### src/rtl/vram_access_scheduler.sv
// Arbitrates the single quad-SPI VRAM port between deadline-driven video line reads and
// CPU word writes drained from the write FIFO, with per-command timeout supervision.
module vram_access_scheduler #(
    parameter int WORD_WIDTH         = 16,
    parameter int RAM_ADDRESS_WIDTH  = 14,
    parameter int SRAM_ADDRESS_WIDTH = 24,
    parameter int SCREEN_HEIGHT      = 256,
    parameter int READ_TRIGGER       = 42,
    parameter int WRITE_GUARD        = 40,
    parameter int TIMEOUT            = 255
) (
    input  logic                          clk,
    input  logic                          reset_n,
    input  logic                          init_done,
    input  logic [9:0]                    clks_before_active,
    input  logic [9:0]                    display_vpos,
    input  logic                          fifo_empty,
    input  logic [RAM_ADDRESS_WIDTH-1:0]  fifo_out_address,
    input  logic [WORD_WIDTH-1:0]         fifo_out_data,
    output logic                          fifo_read_request,
    input  logic                          eng_busy,
    input  logic                          eng_done,
    output logic                          eng_start,
    output logic                          eng_op,
    output logic [SRAM_ADDRESS_WIDTH-1:0] eng_addr,
    output logic [WORD_WIDTH-1:0]         eng_wdata,
    output logic [7:0]                    read_miss_count,
    output logic                          eng_timeout
);
    typedef enum logic [1:0] {S_INIT, S_IDLE, S_RD, S_WR} state_t;

    localparam int GUARD_END = READ_TRIGGER + WRITE_GUARD;

    state_t                        state_q, state_d;
    logic                          read_pending_q, read_pending_d;
    logic [9:0]                    vpos_q, vpos_d;
    logic [7:0]                    miss_q, miss_d;
    logic [7:0]                    to_cnt_q, to_cnt_d;
    logic                          timeout_q, timeout_d;
    logic                          start_q, start_d;
    logic                          pop_q, pop_d;
    logic                          op_q, op_d;
    logic [SRAM_ADDRESS_WIDTH-1:0] addr_q, addr_d;
    logic [WORD_WIDTH-1:0]         wdata_q, wdata_d;

    logic [10:0] cba_ext;
    logic [10:0] vpos_ext;
    logic        visible;
    logic        trig;
    logic        in_guard;
    logic        write_ok;
    logic        issue_rd;

    // All comparisons are widened to 11 bits so READ_TRIGGER+WRITE_GUARD cannot wrap.
    assign cba_ext  = {1'b0, clks_before_active};
    assign vpos_ext = {1'b0, display_vpos};
    assign visible  = vpos_ext < 11'(SCREEN_HEIGHT);
    assign trig     = (state_q != S_INIT) && visible && (cba_ext == 11'(READ_TRIGGER));
    assign in_guard = visible && (cba_ext >= 11'(READ_TRIGGER)) && (cba_ext < 11'(GUARD_END));
    assign write_ok = !read_pending_q && !in_guard;

    always_comb begin
        // NOTE: every next-state signal gets its default first so no latch can be inferred.
        state_d        = state_q;
        read_pending_d = read_pending_q;
        vpos_d         = vpos_q;
        miss_d         = miss_q;
        to_cnt_d       = to_cnt_q;
        timeout_d      = timeout_q;
        start_d        = 1'b0;
        pop_d          = 1'b0;
        op_d           = op_q;
        addr_d         = addr_q;
        wdata_d        = wdata_q;
        issue_rd       = 1'b0;

        case (state_q)
            S_INIT: begin
                if (init_done) state_d = S_IDLE;
            end
            S_IDLE: begin
                if (!eng_busy) begin
                    if (read_pending_q) begin
                        state_d        = S_RD;
                        start_d        = 1'b1;
                        op_d           = 1'b0;
                        addr_d         = SRAM_ADDRESS_WIDTH'({vpos_q, 6'b0});
                        read_pending_d = 1'b0;
                        to_cnt_d       = '0;
                        issue_rd       = 1'b1;
                    end else if (!fifo_empty && write_ok) begin
                        state_d  = S_WR;
                        start_d  = 1'b1;
                        pop_d    = 1'b1;
                        op_d     = 1'b1;
                        addr_d   = SRAM_ADDRESS_WIDTH'({fifo_out_address, 1'b0});
                        wdata_d  = fifo_out_data;
                        to_cnt_d = '0;
                    end
                end
            end
            S_RD, S_WR: begin
                if (eng_done) begin
                    state_d = S_IDLE;
                end else if (to_cnt_q == 8'(TIMEOUT - 1)) begin
                    timeout_d = 1'b1;
                    state_d   = S_IDLE;
                end else begin
                    to_cnt_d = to_cnt_q + 8'd1;
                end
            end
            default: state_d = S_INIT;
        endcase

        // A newer line overwrites a pending one; only a read already in flight or queued is lost.
        if (trig) begin
            read_pending_d = 1'b1;
            vpos_d         = display_vpos;
            if (((read_pending_q && !issue_rd) || (state_q == S_RD && !eng_done)) &&
                (miss_q != 8'hFF)) begin
                miss_d = miss_q + 8'd1;
            end
        end
    end

    always_ff @(posedge clk) begin
        // NOTE: non-blocking assignments so every register samples the pre-edge values.
        if (!reset_n) begin
            state_q        <= S_INIT;
            read_pending_q <= 1'b0;
            vpos_q         <= '0;
            miss_q         <= '0;
            to_cnt_q       <= '0;
            timeout_q      <= 1'b0;
            start_q        <= 1'b0;
            pop_q          <= 1'b0;
            op_q           <= 1'b0;
            addr_q         <= '0;
            wdata_q        <= '0;
        end else begin
            state_q        <= state_d;
            read_pending_q <= read_pending_d;
            vpos_q         <= vpos_d;
            miss_q         <= miss_d;
            to_cnt_q       <= to_cnt_d;
            timeout_q      <= timeout_d;
            start_q        <= start_d;
            pop_q          <= pop_d;
            op_q           <= op_d;
            addr_q         <= addr_d;
            wdata_q        <= wdata_d;
        end
    end

    assign eng_start         = start_q;
    assign fifo_read_request = pop_q;
    assign eng_op            = op_q;
    assign eng_addr          = addr_q;
    assign eng_wdata         = wdata_q;
    assign read_miss_count   = miss_q;
    assign eng_timeout       = timeout_q;
endmodule

### config.mk
export PLATFORM = sky130hd
export DESIGN_NAME = vram_access_scheduler
export DESIGN_NICKNAME = d
export VERILOG_FILES = /design/src/rtl/vram_access_scheduler.sv
export SDC_FILE = /design/constraint.sdc
export NUM_CORES = 1
export LEC_CHECK = 0
export ABC_AREA = 1
export ABC_CLOCK_PERIOD_IN_PS = 1600
export BUFFER_PORTS_ARGS = -buffer_cell sky130_fd_sc_hd__buf_2
export CAP_MARGIN = 20
export CORE_ASPECT_RATIO = 1.4
export CORE_MARGIN = 3
export CORE_UTILIZATION = 40
export CTS_BUF_LIST = sky130_fd_sc_hd__clkbuf_8
export DETAILED_ROUTE_END_ITERATION = 10
export PLACE_DENSITY = 0.81
export SYNTH_ARGS = -nofsm -noshare
export SYNTH_HDL_FRONTEND = slang
export SYNTH_SLANG_ARGS = --single-unit
### constraint.sdc
create_clock -name clk -period 1.6 [get_ports clk]
set_input_delay 0.48 -clock clk [delete_from_list [all_inputs] [get_ports clk]]
set_output_delay 0.48 -clock clk [all_outputs]
set_load 0.005 [all_outputs]
==> flow_summary.toml, run 1 <==
[timing]
rsz0062_at_grt = "no"
skew_ns = 0.0111
hold_ws_ns = 0.333
period_needed_ns = 1.49
finalWorstSetupSlack_ns = 0.112
setup_viol = 0
slew_violations = 0
hold_viol_final = 0
timing.fmax_mhz = 672
finalCritPeriodShare = 0.930

[finish]
multiInputGateArea_mm2 = 0.00151
postLayoutCellArea_mm2 = 0.00399
syn_to_final_growth_pct = 29.9
insertedDiodeCount = 0
layout.nets = 591
drive_gt1_frac = 0.328
fin_cells = 634
mostFrequentLayoutCells = "buf_2, nand2_1, dfxtp_1, inv_1, a21oi_1"
regArea_mm2 = 0.00128
n_fill_cell = 727
layout_commonest_cell = "buf_2"

[die]
coreArea_mm2 = 0.00741
die_h_um = 110
row_count = 37
pin_count = 108
dieArea_mm2 = 0.00878
initial_core_util = 0.415
die_width_um = 80.1

[routing]
vias = 3048
drtPass1Iterations = 5
wl_per_cell_um = 11.9
ant_nets = 0
routed_wl_um = 7570
drt_iter0_drc = 119
viasPerCell = 4.81
drc = 0

[synth]
synth_top_family_by_area = "simple AND/OR/NAND/NOR gates"
ys_ff_latch = 64
ys_types = 37
synth_mux_area_frac = 0
yosys.area_share.adder = 0.0122
ys_seq_area_frac = 0.417
netlist_area_mm2 = 0.00307
syn_area_per_cell_um2 = 7.38
synth-compound-area-share = 0.130
synthSimpleGateAreaFrac = 0.316
yosys_warnings = 0
synthXorXnorAreaFrac = 0.0143
netlist_instances = 416

[setup_path]
crit_fanout = 4
worstPathRequired_ns = 1.84
r2r_start = "read_miss_count[1]$_SDFFE_PN0P_"
cp_data_arrival_time_ns = 1.72
critical_path_class = "flip-flop to flip-flop"
reg2reg_slack_ns = 0.11
cp-end-kind = "flip-flop"
reg2reg_depth = 8
start_kind = "flip-flop"
r2r-end = "read_miss_count[3]$_SDFFE_PN0P_"

[run]
cap_violations = 0

[global_routing]
grt_pass1_vias = 2818
antenna_found_initial = 0
grt_pass1_wl_um = 11900
grt-ovfl-total = 0
grt_max_degree = 30
track_usage = 0.173

[clocking]
cts-root-buf = "clkbuf_8"
h-tree-depth = 3
cts_tree = "built"
cts_num_sinks = 64
postCtsSetupBuffers = 0
cts.path.max_buffers = 2
clkTransAtPathRegs_ns = 0.07
cts_buffers = 9
clk-insertion-delay-late_ns = 0.35
hold_buffers = 0

[worst_hold_path]
holdPathEnd = "eng_addr[2]$_SDFFE_PN0P_"
hold_depth = 3
min_from = "fifo_out_address[1]"
hp-class = "input port to flip-flop"

[placement]
hpwl_um = 5880
placed_cells = 618
gp_congestion = 0.829
pre_cts_ws_ns = -0.172
dpl-instance-area_mm2 = 0.00377
io_buffers = 98

[power_and_ir_drop]
power.leakage_nw = 1.87
vdd_ir_drop_max_v = 0.000675
power.density_mw_per_mm2 = 856
switching_share = 0.251
seqPwrFrac = 0.487
totalPowerFinal_mw = 3.41
p_sw_uw = 857
internal_power_mw = 2.56
clkPwrFrac = 0.401
combPwrFrac = 0.111

[status]
status = "complete, no violations"
## cell families (layout without fill, tap and decap cells)
group / count (synthesis) / in the layout
buffers and inverters: 71 / 184
adder cells (fa/ha/maj): 3 / 3
flip-flops: 64 / 64
AND/OR/NAND/NOR: 196 / 196
XOR/XNOR: 5 / 5
AO/OA/AOI/OAI: 76 / 76
other: 1 / 9
## synth_stat cells
cell      number  area, µm²
nand2_1       82        308
dfxtp_1       64       1280
inv_1         45        169
a21oi_1       42        210
nor2_1        39        146
nand3_1       35        175
o21ai_0       23        115
buf_4          9       67.6
nand2_2        8       50.1
buf_2          7       35.0
clkbuf_1       6       22.5
nor2_2         6       37.5
nor3_1         5       25.0
o21ai_1        5       25.0
nand4_1        4       25.0
a21oi_2        3       26.3
ha_1           3       37.5
nand3_4        3       52.6
xnor2_1        3       26.3
nand2_4        2       22.5
nand2_8        2       40.0
nor2_4         2       22.5
nor3b_1        2       15.0
or2_2          2       12.5
xor2_1         2       17.5
a211oi_1       1       7.51
and3_1         1       6.26
buf_12         1       20.0
buf_6          1       11.3
clkinv_2       1       5.00
conb_1         1       3.75
inv_2          1       3.75
nand3_2        1       10.0
nand4_2        1       12.5
nor3_2         1       10.0
o21a_1         1       7.51
o21ai_2        1       8.76
## state kept, by name (all words and copies together), names as in the netlist
name               count
read_miss_count        8
vpos_q                10
fifo_read_request      1
to_cnt_q               8
eng_op                 1
read_pending_q         1
eng_addr              15
eng_start              1
state_q                2
eng_wdata             16
eng_timeout            1
## critical path, cell delays in order (launching register included)
cell	delay, ns
dfxtp_1	0.38
ha_1	0.19
nand3_1	0.09
nor2_2	0.14
nand3_2	0.11
nand4_4	0.13
nor2_2	0.06
buf_4	0.13
o21a_1	0.15
## power groups by stage
stage	sequential, mW	combinational [mW]	clock (mW)
2_1_floorplan	1.70	0.221	0
3_3_place_gp	1.70	0.370	0
3_5_place_dp	1.70	0.381	0
4_1_cts	1.66	0.382	1.40
5_1_grt	1.67	0.426	1.47
6_report	1.66	0.380	1.37
## per-stage QoR
stage	utilization	setup TNS (ns)
5_1_grt	0.539	0
6_report	0.539	0
2_1_floorplan	-	0
3_3_place_gp	0.509	-2.52
4_1_cts	0.535	0
3_5_place_dp	0.509	-5.08
## routing by layer
layer  share of wire  global-route usage
met1            0.38               0.179
met2            0.52               0.310
met3           0.076              0.0623
met4           0.024              0.0785
met5               0                   0
## timing repair
action	CTS	global route
endpoints found under the setup margin	0	15
resized for setup	0	7
hold endpoints to repair	0	0
## final cells by class
| cell class | count | area share |
|---|---|---|
| clock buffers | 10 | 0.0345 |
| clock inverters | 6 | 0.0151 |
| inverters | 47 | 0.0445 |
| multi-input cells | 289 | 0.378 |
| flip-flops and latches | 64 | 0.322 |
| well taps | 97 | 0.0304 |
| repair buffers | 121 | 0.176 |
## worst max path at each step
stage | endpoint | cells after the start | from
2_1_floorplan | eng_addr[1]$_SDFFE_PN0P_ | 11 | clks_before_active[7]
3_3_place_gp | to_cnt_q[1]$_SDFFE_PN0P_ | 11 | clks_before_active[9]
3_5_place_dp | to_cnt_q[2]$_SDFFE_PN0P_ | 10 | clks_before_active[9]
4_1_cts | read_miss_count[3]$_SDFFE_PN0P_ | 8 | read_miss_count[1]$_SDFFE_PN0P_
5_1_grt | read_miss_count[7]$_SDFFE_PN0P_ | 9 | clks_before_active[6]
6_report | read_miss_count[3]$_SDFFE_PN0P_ | 8 | read_miss_count[1]$_SDFFE_PN0P_
Power figures use the tool's default switching activity.
==> run 2, diff against run 1 <==
--- a/config.mk
+++ b/config.mk
@@ -7,14 +7,14 @@
 export LEC_CHECK = 0
 export ABC_AREA = 1
 export ABC_CLOCK_PERIOD_IN_PS = 1600
-export BUFFER_PORTS_ARGS = -buffer_cell sky130_fd_sc_hd__buf_2
+export BUFFER_PORTS_ARGS = -buffer_cell sky130_fd_sc_hd__buf_4
 export CAP_MARGIN = 20
 export CORE_ASPECT_RATIO = 1.4
 export CORE_MARGIN = 3
-export CORE_UTILIZATION = 40
+export CORE_UTILIZATION = 30
 export CTS_BUF_LIST = sky130_fd_sc_hd__clkbuf_8
 export DETAILED_ROUTE_END_ITERATION = 10
-export PLACE_DENSITY = 0.81
+export PLACE_DENSITY = 0.67
 export SYNTH_ARGS = -nofsm -noshare
 export SYNTH_HDL_FRONTEND = slang
 export SYNTH_SLANG_ARGS = --single-unit
==> run 2 against run 1 <==
Effect of this change:
- non-clock buffer count is the same
- critical path depth rose by 1
- sequential share of layout area decreased by 2.3 points
- register-to-register slack about the same
- wire length is 4.0% higher
- power grew 5.6%
- combinational power up 14%
- clock-buffer cell count decreased by 1
- critical path type unchanged
- largest power group unchanged
- highest routed layer unchanged
==> flow_summary.toml, run 2 (synthesized netlist as in run 1, its figures left out) <==
[clocking]
hold_buffers = 0
cts_num_sinks = 64
h-tree-depth = 3
clk-insertion-delay-late_ns = 0.35
cts_tree = "built"
cts_buffers = 9
cts-root-buf = "clkbuf_8"
clkTransAtPathRegs_ns = 0.07
cts.path.max_buffers = 2

[die]
die_h_um = 126
die_width_um = 91.5
initial_core_util = 0.309
dieArea_mm2 = 0.0115
pin_count = 108
row_count = 43
coreArea_mm2 = 0.00995

[setup_path]
cp_slowest_cell = "dfxtp_1"
cp.depth = 9
start_kind = "flip-flop"
crit_end = "to_cnt_q[1]$_SDFFE_PN0P_"
worstPathRequired_ns = 1.84
cpPeakStageDelay_ns = 0.37
reg2reg_slack_ns = 0.13
reg2reg_depth = 9
critical_path_class = "flip-flop to flip-flop"
cp_data_arrival_time_ns = 1.72
crit_chain = "nand2_1 > nor2_2 > nand4_1 > o21ai_1 > inv_2 > nand2_4 > nand2_1 > nand2_1 > nor2_2"
crit_buf_inv = 1
r2r-end = "to_cnt_q[1]$_SDFFE_PN0P_"
path_delay_family = "simple AND/OR/NAND/NOR gates"
r2r_start = "to_cnt_q[3]$_SDFFE_PN0P_"
cp-end-kind = "flip-flop"
crit_fanout = 9
crit_top_cell = "nand2_1"
cp-startpoint = "to_cnt_q[3]$_SDFFE_PN0P_"

[routing]
drtPass1Iterations = 4
drc = 0
drt_iter0_drc = 173
ant_nets = 0
viasPerCell = 4.44
routed_wl_um = 7880
wl_per_cell_um = 11.7
vias = 2981

[run]
cap_violations = 0

[power_and_ir_drop]
combPwrFrac = 0.121
p_sw_uw = 883
totalPowerFinal_mw = 3.60
power.density_mw_per_mm2 = 838
power.leakage_nw = 1.92
internal_power_mw = 2.72
vdd_ir_drop_max_v = 0.000491
switching_share = 0.245
seqPwrFrac = 0.462
clkPwrFrac = 0.417

[finish]
fin_cells = 672
drive_gt1_frac = 0.331
syn_to_final_growth_pct = 40.0
insertedDiodeCount = 0
mostFrequentLayoutCells = "buf_4, nand2_1, dfxtp_1, inv_1, a21oi_1"
layout_commonest_cell = "buf_4"
layout.nets = 591
largest_reg_flops = 16

[global_routing]
antenna_found_initial = 0
track_usage = 0.136
grt-ovfl-total = 0
grt_pass1_wl_um = 12800
grt_max_degree = 36
grt_pass1_vias = 2855

[placement]
gp_congestion = 0.833
io_buffers = 98
hpwl_um = 5950
placed_cells = 654

[timing]
setup_viol = 0
hold_viol_final = 0
slew_violations = 0
timing.fmax_mhz = 678
skew_ns = 0.00855
finalCritPeriodShare = 0.921
period_needed_ns = 1.47

[worst_hold_path]
hp-class = "input port to flip-flop"

[status]
status = "complete, no violations"
run 2: changes by cell type in the layout (fill, tap and decap cells not counted), moves of 2 or more:
| cell | delta |
|---|---|
| nor2_1 | -2 |
| buf_4 | +98 |
| buf_2 | -98 |
| nor2_2 | +2 |
run 2: tightest hold or removal path: stages:
cell and delay (ns):
buf_4 0.08, nand2_1 0.04, nand2_1 0.05
run 2: layer usage:
| metal | GRT usage | part of all wire |
|---|---|---|
| met5 | 0 | 0 |
| met3 | 0.0490 | 0.067 |
| met4 | 0.0506 | 0.010 |
| met1 | 0.150 | 0.41 |
| met2 | 0.238 | 0.52 |
run 2: what timing repair did:
| action | in CTS | in global routing |
|---|---|---|
| setup buffers | 0 | 2 |
| resized for setup | 0 | 9 |
| setup endpoints to repair | 0 | 20 |
run 2: metrics by stage:
step / area (µm²) / hold slack (ns) / util / setup TNS, ns / setup WS (ns)
CTS: 4260 / 0.314 / 0.428 / 0 / 0.0108
global route: 4300 / 0.324 / 0.432 / -0.137 / -0.0367
floorplan: 3100 / 0.433 / - / 0 / 0.0653
detailed placement: 4050 / 0.440 / 0.406 / -6.05 / -0.171
finish: 4300 / 0.329 / 0.432 / 0 / 0.126
global placement: 4050 / 0.435 / 0.406 / -4.03 / -0.135
run 2: power groups by stage:
stage / registers, mW / logic, mW / clock network, mW
floorplan: 1.70 / 0.221 / 0
global placement: 1.70 / 0.432 / 0
detailed placement: 1.70 / 0.439 / 0
CTS: 1.66 / 0.440 / 1.55
global route: 1.67 / 0.486 / 1.61
finish: 1.66 / 0.435 / 1.50
run 2: how the worst min path moves through the flow:
stage	startpoint	end	slack [ns]	cells past startpoint
4_1_cts	fifo_out_address[3]	eng_addr[4]$_SDFFE_PN0P_	0.31	3
3_5_place_dp	eng_wdata[12]$_SDFFE_PN0P_	eng_wdata[12]$_SDFFE_PN0P_	0.44	2
5_1_grt	fifo_out_address[2]	eng_addr[3]$_SDFFE_PN0P_	0.32	3
3_3_place_gp	eng_wdata[13]$_SDFFE_PN0P_	eng_wdata[13]$_SDFFE_PN0P_	0.43	2
6_report	fifo_out_address[3]	eng_addr[4]$_SDFFE_PN0P_	0.33	3
2_1_floorplan	vpos_q[8]$_SDFFE_PN0P_	vpos_q[8]$_SDFFE_PN0P_	0.43	2
run 2: final cells by class:
cell class | instances | area [µm²]
fillers | 997 | 5650
multi-input cells | 289 | 1510
clock inverters | 7 | 87.6
clock buffers | 9 | 124
well taps | 135 | 169
inverters | 47 | 178
repair buffers | 121 | 946
flip-flops and latches | 64 | 1280
